`src/rtl/if_pkg.sv`:
```
// Shared types and constants for the instruction fetch stage.
// Optional build macro IF_PERF_CNT_EN adds fetch/bubble counters to the top.
package if_pkg;

  typedef enum logic [1:0] {
    BOOT = 2'b00,
    REQ  = 2'b01,
    HOLD = 2'b10
  } if_state_e;

  localparam logic [31:0] IF_NOP = 32'h0000_0000;

  localparam logic [1:0] PCT_BRANCH = 2'b00;
  localparam logic [1:0] PCT_REG    = 2'b01;
  localparam logic [1:0] PCT_JUMP   = 2'b10;
  localparam logic [1:0] PCT_EXC    = 2'b11;

endpackage

```
`src/rtl/if_pc_target_mux.sv`:
```
// Control-flow target select for decode-resolved redirects.
// Targets are forced word aligned.
module if_pc_target_mux
  import if_pkg::*;
#(
  parameter logic [31:0] EXC_VECTOR = 32'h0000_0080
) (
  input  logic [1:0]  selpctype_i,
  input  logic [31:0] rega_i,
  input  logic [31:0] pcimd2ext_i,
  input  logic [31:0] pcindex_i,
  output logic [31:0] target_o
);

  logic [31:0] raw;

  always_comb begin
    raw = pcimd2ext_i;
    unique case (selpctype_i)
      PCT_BRANCH: raw = pcimd2ext_i;
      PCT_REG:    raw = rega_i;
      PCT_JUMP:   raw = pcindex_i;
      PCT_EXC:    raw = EXC_VECTOR;
      default:    raw = pcimd2ext_i;
    endcase
  end

  assign target_o = {raw[31:2], 2'b00};

endmodule

```
`src/rtl/instr_fetch_unit.sv`:
```
// IF stage: owns the PC, fetches over a ready handshake, loads IF/ID.
// Define IF_PERF_CNT_EN to add if_perf_fetched / if_perf_bubbles.
module instr_fetch_unit
  import if_pkg::*;
#(
  parameter logic [31:0] RESET_PC   = 32'h0000_0000,
  parameter logic [31:0] EXC_VECTOR = 32'h0000_0080
) (
  input  logic        clock,
  input  logic        reset,
  input  logic        ex_if_stall,
  input  logic        id_if_selpcsource,
  input  logic [1:0]  id_if_selpctype,
  input  logic [31:0] id_if_rega,
  input  logic [31:0] id_if_pcimd2ext,
  input  logic [31:0] id_if_pcindex,
  output logic        if_mc_en,
  output logic [31:0] if_mc_addr,
  input  logic [31:0] mc_if_data,
  input  logic        mc_if_ready,
`ifdef IF_PERF_CNT_EN
  output logic [31:0] if_perf_fetched,
  output logic [31:0] if_perf_bubbles,
`endif
  output logic [31:0] if_id_instruc,
  output logic [31:0] if_id_nextpc
);

  if_state_e   state_q, state_d;
  logic [31:0] pc_q, pc_d;
  logic [31:0] hold_q, hold_d;
  logic [31:0] instr_q, instr_d;
  logic [31:0] npc_q, npc_d;
  logic        idv_q, idv_d;
  logic        pend_q, pend_d;
  logic [31:0] rpc_q, rpc_d;

  logic        comp;
  logic        load;
  logic        bubble;
  logic        redir;
  logic [31:0] word;
  logic [31:0] target;

  if_pc_target_mux #(
    .EXC_VECTOR(EXC_VECTOR)
  ) u_mux (
    .selpctype_i(id_if_selpctype),
    .rega_i     (id_if_rega),
    .pcimd2ext_i(id_if_pcimd2ext),
    .pcindex_i  (id_if_pcindex),
    .target_o   (target)
  );

  assign comp   = (state_q == REQ) && mc_if_ready;
  assign load   = !ex_if_stall && (comp || (state_q == HOLD));
  assign bubble = !ex_if_stall && !load;
  assign redir  = idv_q && !ex_if_stall && id_if_selpcsource;
  assign word   = (state_q == HOLD) ? hold_q : mc_if_data;

  always_ff @(posedge clock or negedge reset) begin
    if (!reset) state_q <= BOOT;
    else        state_q <= state_d;
  end

  always_comb begin
    state_d = state_q;
    unique case (state_q)
      BOOT:    state_d = REQ;
      REQ:     if (mc_if_ready && ex_if_stall) state_d = HOLD;
      HOLD:    if (!ex_if_stall) state_d = REQ;
      default: state_d = BOOT;
    endcase
  end

  always_comb begin
    if_mc_en = 1'b0;
    if (state_q == REQ) if_mc_en = 1'b1;
  end

  assign if_mc_addr    = pc_q;
  assign if_id_instruc = instr_q;
  assign if_id_nextpc  = npc_q;

  always_comb begin
    pc_d    = pc_q;
    hold_d  = hold_q;
    instr_d = instr_q;
    npc_d   = npc_q;
    idv_d   = idv_q;
    pend_d  = pend_q;
    rpc_d   = rpc_q;
    if (comp && ex_if_stall) hold_d = mc_if_data;
    if (load) begin
      instr_d = word;
      npc_d   = pc_q + 32'd4;
      idv_d   = 1'b1;
      pend_d  = 1'b0;
      // The word loading now is the delay slot of any redirect.
      if (redir)       pc_d = target;
      else if (pend_q) pc_d = rpc_q;
      else             pc_d = pc_q + 32'd4;
    end else if (bubble) begin
      instr_d = IF_NOP;
      idv_d   = 1'b0;
      if (redir) begin
        pend_d = 1'b1;
        rpc_d  = target;
      end
    end
  end

  always_ff @(posedge clock or negedge reset) begin
    if (!reset) begin
      pc_q    <= RESET_PC;
      hold_q  <= IF_NOP;
      instr_q <= IF_NOP;
      npc_q   <= 32'h0;
      idv_q   <= 1'b0;
      pend_q  <= 1'b0;
      rpc_q   <= 32'h0;
    end else begin
      pc_q    <= pc_d;
      hold_q  <= hold_d;
      instr_q <= instr_d;
      npc_q   <= npc_d;
      idv_q   <= idv_d;
      pend_q  <= pend_d;
      rpc_q   <= rpc_d;
    end
  end

`ifdef IF_PERF_CNT_EN
  logic [31:0] fet_q, bub_q;

  always_ff @(posedge clock or negedge reset) begin
    if (!reset) begin
      fet_q <= 32'h0;
      bub_q <= 32'h0;
    end else begin
      if (load)   fet_q <= fet_q + 32'd1;
      if (bubble) bub_q <= bub_q + 32'd1;
    end
  end

  assign if_perf_fetched = fet_q;
  assign if_perf_bubbles = bub_q;
`endif

endmodule

```
`config.mk`:
```
export PLATFORM = sky130hd
export DESIGN_NAME = instr_fetch_unit
export DESIGN_NICKNAME = d
export VERILOG_FILES = /design/src/rtl/if_pkg.sv /design/src/rtl/if_pc_target_mux.sv /design/src/rtl/instr_fetch_unit.sv
export SDC_FILE = /design/constraint.sdc
export NUM_CORES = 1
export LEC_CHECK = 0
export BUFFER_PORTS_ARGS = -buffer_cell sky130_fd_sc_hd__buf_2
export CORE_ASPECT_RATIO = 0.8
export CORE_MARGIN = 2
export CORE_UTILIZATION = 45
export CTS_CLUSTER_SIZE = 8
export DETAILED_ROUTE_END_ITERATION = 8
export PLACE_DENSITY = 0.71
export SETUP_SLACK_MARGIN = 0.02
export SLEW_MARGIN = 40
export SYNTH_ARGS = -nofsm -noshare
export SYNTH_HDL_FRONTEND = slang
export SYNTH_SLANG_ARGS = --single-unit
```
`constraint.sdc`:
```
create_clock -name clock -period 2.3 [get_ports clock]
set_clock_uncertainty 0.05 [all_clocks]
set_input_delay 0.345 -clock clock [delete_from_list [all_inputs] [get_ports clock]]
set_output_delay 0.345 -clock clock [all_outputs]
set_load 0.01 [all_outputs]
```
==> metrics.md, run 1 <==
| Metric | Value |
|---|---|
| Status | `finished clean` |
| Root Driver | `clkbuf_16` |
| Critical Path Sink Type | `register` |
| Syn Area/Cell | `roughly 10 um2` |
| Netlist cell types | `between 60 and 70` |
| Worst r2r src | `if_mc_addr[4]` |
| Global-route wire length before repair | `around 37000 um` |
| Worst r2r path cells | `5` |
| WHS Path Cells | `2` |
| CP startpoint kind | `register` |
| Crit Path Max Fanout | `8` |
| Post-synthesis sequential area ratio | `0.482` |
| Placed cell areas | `slightly below 0.01 mm2` |
| Initial antenna violation count | `1` |
| DRT iter0 DRCs | `615` |
| Syn Inst Count | `between 800 and 900` |
| Leading area contributor after synthesis | `dfrtp_1` |
| Hold EP | `hold_q[8]` |
| Grt total ovfl | `0` |
| Commonest non-fill, non-tap cell in the layout | `buf_2` |
| Worst EP arrival | `about 2400 ps` |
| Row count | `44` |
| Final slew viol count | `0` |
| Die Y | `125 um` |
| Commonest cells after routing, fill and taps aside | `buf_2 (220), dfrtp_1 (158), nand2_1 (131), o21ai_0 (72), mux2i_1 (64)` |
| Reg area | `0.00395 mm2` |
| Drt first pass iters | `5` |
| Hold path start | `mc_if_data[8]` |
| Post-synth ARST share | `1.00` |
| CTS tree | `built` |
| Slew of the pin with the lowest slew margin | `609 ps` |
| Maximum VDD drop | `0.428 mV` |
| Clock latency at the later pin of the worst-skew pair | `around 420 ps` |
| Layout area overhead | `27.3%` |
| Die W | `155 um` |
| Area of the multi-input gates | `approximately 0.004 mm2` |
| Fin. Hold Viols | `0` |
| Core area | `approximately 0.018 mm2` |
| RSZ-0062 raised after global routing | `false` |
| Initial Utilization | `0.456` |
| Post-route ant nets | `0` |
| Final WL | `~23000 um` |
| Design area | `0.0105 mm2` |
| Post-layout minimum cycle time | `roughly 2200 ps` |
| Final Cycle Share | `0.941` |
| Critical Path RT | `around 2600 ps` |
| CTS clk-pin slew, worst paths | `70 ps` |
| Area contributors post-synth | `dfrtp_1 (48%), mux2i_1 (7.8%), nand2_1 (6.0%)` |
| Worst min-delay path class | `in -> reg` |
| Pre-CTS WS | `between 150 and 200 ps` |
| Worst reg-to-reg setup slack | `130 ps` |
| Total CTS buffers | `17` |
| Capture point of the worst reg-to-reg path | `if_mc_addr[19]` |
| Final Setup Violations | `0` |
| Share of the synthesized area in the top cell type | `0.482` |
| Hpwl dp | `17300 um` |
| Post-Syn Area | `between 0.008 and 0.009 mm2` |
| Setup Total Neg Slack | `0 ps` |
| Post-CTS sizing | `0` |
| Prevailing post-synth register cell | `dfrtp_1` |
| Via count | `7193` |
| Nets | `1203` |
| Clock sinks | `between 150 and 200` |
| DRC Markers | `0` |
| Number of synthesized flops with an enable pin | `0` |
| Htree depth | `4` |
| Syn. warnings | `0` |
| I/O pin count | `232` |
| IO Port Bufs | `roughly 220` |
| Synth Register Bits | `around 160` |
| Pin count of the biggest net entering global routing | `62` |
| GR Util All Layers | `0.246` |
| Max Buffers Root-to-Sink | `2` |
| N_diodes | `0` |
| Crit path kind | `reg -> reg` |
| Rel. slew slack | `0.594` |
| PnR worst setup slack | `between 100 and 150 ps` |
| Max Cap Viol | `0` |
| Routability Congestion | `around 0.87` |
| Fmax | `approximately 460 MHz` |
| Die area | `just under 0.02 mm2` |
| P per Cell Area | `1050 mW/mm2` |
| DR vias/cell | `~5.5` |
| Avg WL per Cell | `approximately 18 um` |
| Vias in the first global route | `roughly 6900` |
| Ratio of cells with drive above 1 in the final layout | `0.338` |
| Static Leak | `~5.1 nW` |
| Fill count | `1600` |
-- cells by family (layout without fill, tap and decap cells) --
logic type | after synthesis | count (layout) | synth area share
compound gates | 216 | 216 | 0.170
flops | 158 | 158 | 0.482
other cells | 1 | 4 | 0.000457
mux | 102 | 102 | 0.130
xor+xnor | 28 | 28 | 0.0299
fa+ha+maj | 1 | 1 | 0.00152
simple gates | 251 | 251 | 0.149
buf+inv | 74 | 320 | 0.0375
-- per-layer routing --
layer  up-vias  track usage  routed length [um]
met1      3507        0.351               10700
met2       219        0.380               10800
met5         -            0                  13
li1       3456            -                   -
met4         2       0.0474                 130
met3         9       0.0672                1480
-- power breakdown --
part / switching, W / leakage, nW / internal, W
Combinational: 0.00201 / 2.87 / 0.00161
Clock: 0.00118 / 0.296 / 0.00168
Sequential: 0.000712 / 1.98 / 0.00375
Total: 0.00390 / 5.14 / 0.00704
-- final cells by class --
cell class / instances / share of cell area
Inverter: 9 / 0.00323
Tap cell: 230 / 0.0275
Timing Repair Buffer: 279 / 0.153
Sequential cell: 158 / 0.378
Clock inverter: 13 / 0.0147
Multi-Input combinational cell: 602 / 0.380
Clock buffer: 19 / 0.0433
-- flip-flops by register name, summed over array words and instances (netlist names) --
signal / count
idv_q: 1
pend_q: 1
if_mc_addr: 30
hold_q: 32
rpc_q: 30
state_q: 2
if_id_instruc: 32
if_id_nextpc: 30
-- worst max-delay path: stages (launching register included) --
cell     delay [ps]
dfrtp_1         490
nand4_1         350
nor4_2          360
nand4_1         200
mux2_2          300
a221o_1         310
-- Yosys cell counts (2+ instances only) --
cell type and count:
nand3b_1 3, a221o_1 4, or3_1 4, a31oi_1 3, o2bb2ai_1 4, o21a_1 5, and3_1 6, nor4_1 2
nand3_2 2, o31a_1 4, o311ai_1 2, nor3_1 16, nor2_1 34, mux2i_1 64, xnor2_1 16, nand2b_1 3
o21ai_0 72, a221oi_1 4, a211oi_1 3, mux2_2 38, nand3_1 18, nor2b_1 3, a211o_1 7, o22a_1 7
buf_4 4, nand2_1 131, o211ai_1 2, and4_1 3, o21ai_1 4, a2bb2oi_1 8, nand4_1 7, buf_2 11
o31ai_1 33, nand4_2 2, and2_1 4, clkbuf_1 37, buf_1 12, xor2_1 12, inv_1 8, dfrtp_1 158
a21o_1 6, a21oi_1 33, nand4bb_1 2, o22ai_1 7
-- worst max-delay path by stage --
stage | start | end | slack, ps | depth (start not counted)
finish | if_mc_addr[4] | if_mc_addr[19] | 130 | 5
global route | if_mc_addr[4] | if_mc_addr[19] | 30 | 5
CTS | if_mc_addr[4] | if_mc_addr[19] | 150 | 5
detailed placement | if_mc_addr[4] | if_mc_addr[19] | 160 | 5
global placement | if_mc_addr[4] | if_mc_addr[19] | 200 | 5
floorplan | if_mc_addr[2] | if_mc_addr[28] | 260 | 6
-- per-stage QoR --
stage | total power, W | util | hold WS, ps | cells
after floorplan | 0.00647 | - | -0.591 | 834
after global placement | 0.00798 | 0.546 | 208 | 1276
after detailed placement | 0.00811 | 0.546 | 207 | 1276
after CTS | 0.0110 | 0.580 | 102 | 1309
after global routing | 0.0116 | 0.581 | 94.5 | 1310
final | 0.0109 | 0.581 | 115 | 1310
-- repair_timing --
action                     in CTS  in global routing
setup endpoints to repair       0                  2
hold endpoints to repair       29                  0
hold buffers                    1                  0
setup buffers                   0                  1
(Power assumes the default switching activity.)
==> run 2, diff against run 1 <==
Settings changed: SETUP_SLACK_MARGIN 0.02 to 0.5.
==> metrics.md, run 2 (same netlist as run 1, synthesis figures left out) <==
| Metric | Value |
|---|---|
| Status | `finished clean` |
| Pin count of the biggest net entering global routing | `62 (unchanged)` |
| Die W | `155 um (unchanged)` |
| Placed Cells | `1261 (-1.2%)` |
| Max incr delay on CP | `400 ps (-90 ps)` |
| Total CTS buffers | `17 (unchanged)` |
| Routability Congestion | `0.857 (-1.9%)` |
| Setup Total Neg Slack | `0 ps (unchanged)` |
| Root Driver | `clkbuf_16` |
| GR Util All Layers | `0.249 (+0.00334)` |
| DR vias/cell | `5.52 (+0.53%)` |
| Crit path kind | `reg -> reg` |
| Initial antenna violation count | `0 (-1)` |
| Final slew viol count | `0 (unchanged)` |
| Cell chain of the critical path | `nand4_4, buf_4, nor4_4, nand4_1, mux2_2, a221o_1` |
| Nets | `1236 (+2.7%)` |
| Slew of the pin with the lowest slew margin | `609 ps (+0.486 ps)` |
| Hpwl dp | `16900 um (-2.4%)` |
| Post-route ant nets | `0 (unchanged)` |
| Bufs and invs on worst path | `1 (+1)` |
| Worst r2r path cells | `6 (+1)` |
| Fill count | `1466 (-8.4%)` |
| Critical path's top delay family | `simple AND/OR/NAND/NOR gates` |
| Maximum VDD drop | `0.562 mV (+31%)` |
| Critical Path RT | `2560 ps (about the same)` |
| CP startpoint kind | `register` |
| Commonest non-fill, non-tap cell in the layout | `buf_2` |
| Core area | `0.0180 mm2 (unchanged)` |
| Avg WL per Cell | `18.0 um (+2.1%)` |
| Worst reg-to-reg setup slack | `360 ps (+220 ps)` |
| Die Y | `125 um (unchanged)` |
| Clock sinks | `158 (unchanged)` |
| Max Cap Viol | `0 (unchanged)` |
| Final WL | `24200 um (+4.6%)` |
| Fmax | `515 MHz (+11%)` |
| P per Cell Area | `1020 mW/mm2 (-2.7%)` |
| Hold path start | `mc_if_data[17]` |
| Vias in the first global route | `7080 (+3.2%)` |
| DRC Markers | `0 (unchanged)` |
| I/O pin count | `232 (unchanged)` |
| CTS clk-pin slew, worst paths | `70 ps (about the same)` |
| DRT iter0 DRCs | `589 (-4.2%)` |
| Drt first pass iters | `5 (unchanged)` |
| Global-route wire length before repair | `37900 um (+2.0%)` |
| Row count | `44 (unchanged)` |
| Grt total ovfl | `0 (unchanged)` |
| Final Setup Violations | `0 (unchanged)` |
| WHS Path Cells | `2 (unchanged)` |
| CTS tree | `built` |
| Static Leak | `5.42 nW (+5.3%)` |
| Htree depth | `4 (unchanged)` |
| Rel. slew slack | `0.594 (about the same)` |
| Initial Utilization | `0.456 (unchanged)` |
| Final Power | `0.0112 W (+2.6%)` |
| Non-filler cells, final | `1343 (+2.5%)` |
| Worst EP arrival | `2200 ps (-220 ps)` |
| Critical Path Sink Type | `register` |
| Hold EP | `hold_q[17]` |
| Via count | `7413 (+3.1%)` |
| IO Port Bufs | `221 (unchanged)` |
| Layout area overhead | `34.3%` |
| Min Hold Slack | `112 ps (-2.55 ps)` |
| CP max stage cell | `dfrtp_2` |
| Clock latency at the later pin of the worst-skew pair | `430 ps (about the same)` |
| Capture point of the worst reg-to-reg path | `if_mc_addr[19]` |
| RSZ-0062 raised after global routing | `true` |
| CP startpoint | `if_mc_addr[11]` |
| Crit Path Max Fanout | `3 (-5)` |
| Ratio of cells with drive above 1 in the final layout | `0.407 (+0.0690)` |
| Final Cycle Share | `0.844 (-0.0971)` |
| Post-layout minimum cycle time | `1940 ps (-223 ps)` |
| Commonest cells after routing, fill and taps aside | `buf_2 (220), dfrtp_1 (141), nand2_1 (126), buf_4 (78), mux2i_1 (64)` |
| Worst min-delay path class | `in -> reg` |
| Worst r2r src | `if_mc_addr[11]` |
| Max Buffers Root-to-Sink | `2 (unchanged)` |
| N_diodes | `0 (unchanged)` |
| Fin. Hold Viols | `0 (unchanged)` |
| Die area | `0.0193 mm2 (unchanged)` |
==> run 2: worst max path at each step <==
stage	to	slack [ps]	cells past startpoint
floorplan	if_mc_addr[24]	410	5
global placement	if_mc_addr[17]	230	7
detailed placement	if_mc_addr[28]	190	6
CTS	if_mc_addr[19]	390	6
global route	if_mc_addr[29]	310	5
finish	if_mc_addr[19]	360	6
==> run 2: metal layers <==
| layer | GRT usage | up-vias | wire length, um |
|---|---|---|---|
| li1 | - | 3527 | - |
| met1 | 0.362 | 3547 | 10900 |
| met2 | 0.374 | 305 | 10900 |
| met3 | 0.0605 | 34 | 1930 |
| met4 | 0.0670 | 0 | 416 |
| met5 | 0 | - | 0 |
==> run 2: power by group <==
group,switching (W),leakage (nW),internal (W)
clock network,0.00125,0.275,0.00142
logic,0.00222,3.18,0.00185
registers,0.000714,1.96,0.00377
==> run 2: repair_timing <==
item	in CTS	in global routing
hold endpoints to repair	47	0
setup endpoints to repair	53	73
hold buffers	1	0
pin swaps	18	7
gates cloned	0	1
gates resized for setup	28	38
setup buffers	36	12
==> run 2: per-stage QoR <==
| stage | setup slack, ps | instance area [um2] | util |
|---|---|---|---|
| detailed placement | 192 | 9790 | 0.544 |
| floorplan | 407 | 8330 | - |
| CTS | 391 | 10800 | 0.598 |
| global route | 314 | 11000 | 0.613 |
| finish | 358 | 11000 | 0.613 |
| global placement | 226 | 9790 | 0.544 |
==> run 2: worst register-to-register path: stages, from the launching register on <==
cell     delay [ps]
dfrtp_2         400
nand4_4         110
buf_4           170
nor4_4          300
nand4_1         170
mux2_2          300
a221o_1         320
==> run 2: area by class of cell <==
type,instances,area (um2),area share
multi-input cells,602,4270,0.388
inverters,9,33.8,0.00306
clock buffers,17,425,0.0386
well taps,230,288,0.0261
flip-flops and latches,158,3980,0.360
clock inverters,15,131,0.0119
repair buffers,312,1900,0.172
==> run 3, diff against run 2 <==
Settings changed: ABC_AREA set to 1, PLACE_DENSITY 0.71 to 0.73.
Clock period 2.3 ns to 1.78 ns, I/O delays scaled along.
==> metrics.md, run 3 <==
| Metric | Value |
|---|---|
| Status | `complete, but fails checks` |
| Failing checks | `negative setup slack` |
| Root Driver | `clkbuf_16` |
| Final slew viol count | `0 (unchanged)` |
| Number of synthesized flops with an enable pin | `0 (unchanged)` |
| Prevailing post-synth register cell | `dfrtp_1` |
| Syn Inst Count | `1087 (+31%)` |
| Syn. warnings | `0 (unchanged)` |
| CP startpoint kind | `register` |
| Leading area contributor after synthesis | `dfrtp_1` |
| CP startpoint | `if_mc_addr[6]` |
| Avg WL per Cell | `20.9 um (+16%)` |
| Static Leak | `6.79 nW (+25%)` |
| Critical Path Sink Type | `register` |
| Commonest non-fill, non-tap cell in the layout | `nand2_1` |
| Final WL | `34800 um (+44%)` |
| Routability Congestion | `0.875 (+2.1%)` |
| Pin count of the biggest net entering global routing | `66 (+6.5%)` |
| Count leader, synth | `nand2_1` |
| Fmax | `536 MHz (+4.1%)` |
| Global-route wire length before repair | `44600 um (+18%)` |
| Post-synthesis sequential area ratio | `0.482 (about the same)` |
| Pre-CTS WS | `139 ps (-53.2 ps)` |
| Syn Area/Cell | `7.55 um2 (-24%)` |
| Post-Syn Area | `0.00820 mm2 (about the same)` |
| Share of the synthesized area in the top cell type | `0.482 (about the same)` |
| Initial Utilization | `0.456 (about the same)` |
| DR vias/cell | `5.77 (+4.5%)` |
| Drt first pass iters | `6 (+1)` |
| Row count | `44 (unchanged)` |
| Synth Register Bits | `158 (unchanged)` |
| GR Util All Layers | `0.296 (+0.0466)` |
| DRT iter0 DRCs | `913 (+55%)` |
| Clock sinks | `158 (unchanged)` |
| DRC Markers | `0 (unchanged)` |
| Crit path kind | `reg -> reg` |
| Area contributors post-synth | `dfrtp_1 (48%), nand2_1 (15%), o21ai_0 (7.6%)` |
| Min Hold Slack | `21.7 ps (-90.3 ps)` |
| Commonest cells after routing, fill and taps aside | `nand2_1 (237), buf_2 (186), dfrtp_1 (137), inv_1 (105), a21oi_1 (68)` |
| Capture point of the worst reg-to-reg path | `if_mc_addr[30]` |
| Final Setup Violations | `10 (+10)` |
| Die area | `0.0193 mm2 (about the same)` |
| Netlist cell types | `30 (-55%)` |
| Clock latency at the later pin of the worst-skew pair | `450 ps (+20 ps)` |
| CTS tree | `built` |
| I/O pin count | `232 (unchanged)` |
| Die Y | `125 um (about the same)` |
| Post-route ant nets | `0 (unchanged)` |
| PnR worst setup slack | `-85.0 ps (-443 ps)` |
| Nets | `1556 (+26%)` |
| Core area | `0.0180 mm2 (unchanged)` |
| Die W | `155 um (about the same)` |
| Worst r2r path cells | `9 (+3)` |
| Grt total ovfl | `0 (unchanged)` |
| Total CTS buffers | `17 (unchanged)` |
| Critical Path RT | `2040 ps (-520 ps)` |
| Post-synth ARST share | `1.00 (unchanged)` |
| WHS Path Cells | `3 (+1)` |
| Vias in the first global route | `8480 (+20%)` |
| Worst reg-to-reg setup slack | `-90 ps (-440 ps)` |
| Layout area overhead | `66.0%` |
| RSZ-0062 raised after global routing | `true` |
| Initial antenna violation count | `2 (+2)` |
| Post-layout minimum cycle time | `1870 ps (-77.1 ps)` |
| Fin. Hold Viols | `0 (unchanged)` |
| Crit Path Max Fanout | `5 (+2)` |
| Htree depth | `4 (unchanged)` |
| IO Port Bufs | `221 (unchanged)` |
| CTS clk-pin slew, worst paths | `70 ps (about the same)` |
| Worst min-delay path class | `in -> reg` |
| Maximum VDD drop | `0.829 mV (+47%)` |
| Final Util | `0.756 (+0.144)` |
| P per Cell Area | `1400 mW/mm2 (+38%)` |
| Worst EP arrival | `2130 ps (-70 ps)` |
| Top post-synthesis cells by count | `nand2_1 (320), dfrtp_1 (158), o21ai_0 (124)` |
| Worst r2r src | `if_mc_addr[6]` |
| Via count | `9606 (+30%)` |
| Max Buffers Root-to-Sink | `2 (unchanged)` |
| Final Cycle Share | `1.05 (+0.203)` |
| Max Cap Viol | `0 (unchanged)` |
| Ratio of cells with drive above 1 in the final layout | `0.481 (+0.0738)` |
| Hpwl dp | `16000 um (-5.7%)` |
| Critical path destination | `if_mc_addr[30]` |
## run 3: logic make-up after synthesis
| kind of cell | after synthesis | share of synthesized area |
|---|---|---|
| other | 1 | 0.000457 |
| AOI/OAI and AO/OA | 260 | 0.172 |
| DFF | 158 | 0.482 |
| buffers and inverters | 173 | 0.0868 |
| adders and majority gates | 1 | 0.00152 |
| and+or+nand+nor | 486 | 0.249 |
| xor gates and xnor gates | 8 | 0.00854 |
## run 3: worst max-delay path, stage by stage (launching register included)
cell and delay [ps]:
dfrtp_2 470, nand2_1 190, nor2_2 210, nand2_4 140
nor2_4 230, nand2_2 120, nand2_2 100, nand3_1 80
nand2_1 80, a21oi_1 80
## run 3: power breakdown
group          internal (W)  total, W  switching (W)
combinational       0.00419   0.00935        0.00516
clock               0.00201   0.00376        0.00174
sequential          0.00487   0.00596        0.00110
## run 3: cell type report
| cell class | instances | area, um2 |
|---|---|---|
| multi-input combinational | 760 | 4830 |
| clock buffer | 18 | 439 |
| fill | 1116 | 4380 |
| antenna | 2 | 5.00 |
| clock inverter | 14 | 144 |
| sequential | 158 | 3980 |
| timing repair buffer | 372 | 3500 |
| inverter | 111 | 434 |
| tap | 230 | 288 |
## run 3: worst min-delay path by stage
stage | slack (ps) | to | start
final | 20 | hold_q[2] | mc_if_data[2]
after global routing | 40 | hold_q[4] | mc_if_data[4]
after CTS | 30 | hold_q[25] | mc_if_data[25]
after detailed placement | 150 | if_mc_addr[16] | reset
after global placement | 150 | if_mc_addr[16] | reset
after floorplan | -80 | hold_q[0] | reset
## run 3: per-stage QoR
step	setup TNS, ps	power [W]	instances	area [um2]
after floorplan	0	0.00896	1090	8320
after global placement	0	0.0109	1506	9740
after detailed placement	0	0.0110	1506	9740
after CTS	0	0.0164	1614	11900
after global routing	-1340	0.0199	1665	13600
final	-355	0.0191	1665	13600
## run 3: per-layer routing
metal / wire, um / up-vias / track usage
li1: - / 4189 / -
met1: 13000 / 4590 / 0.380
met2: 16200 / 627 / 0.470
met3: 3470 / 200 / 0.0762
met4: 2170 / 0 / 0.136
met5: 0 / - / 0
## run 3: timing repair
item,4_1_cts,5_1_grt
pin swaps,19,47
hold endpoints to repair,31,0
hold buffers,1,0
setup buffers,55,37
cloned,20,12
endpoints found under the setup margin,205,248
gates resized for setup,184,320
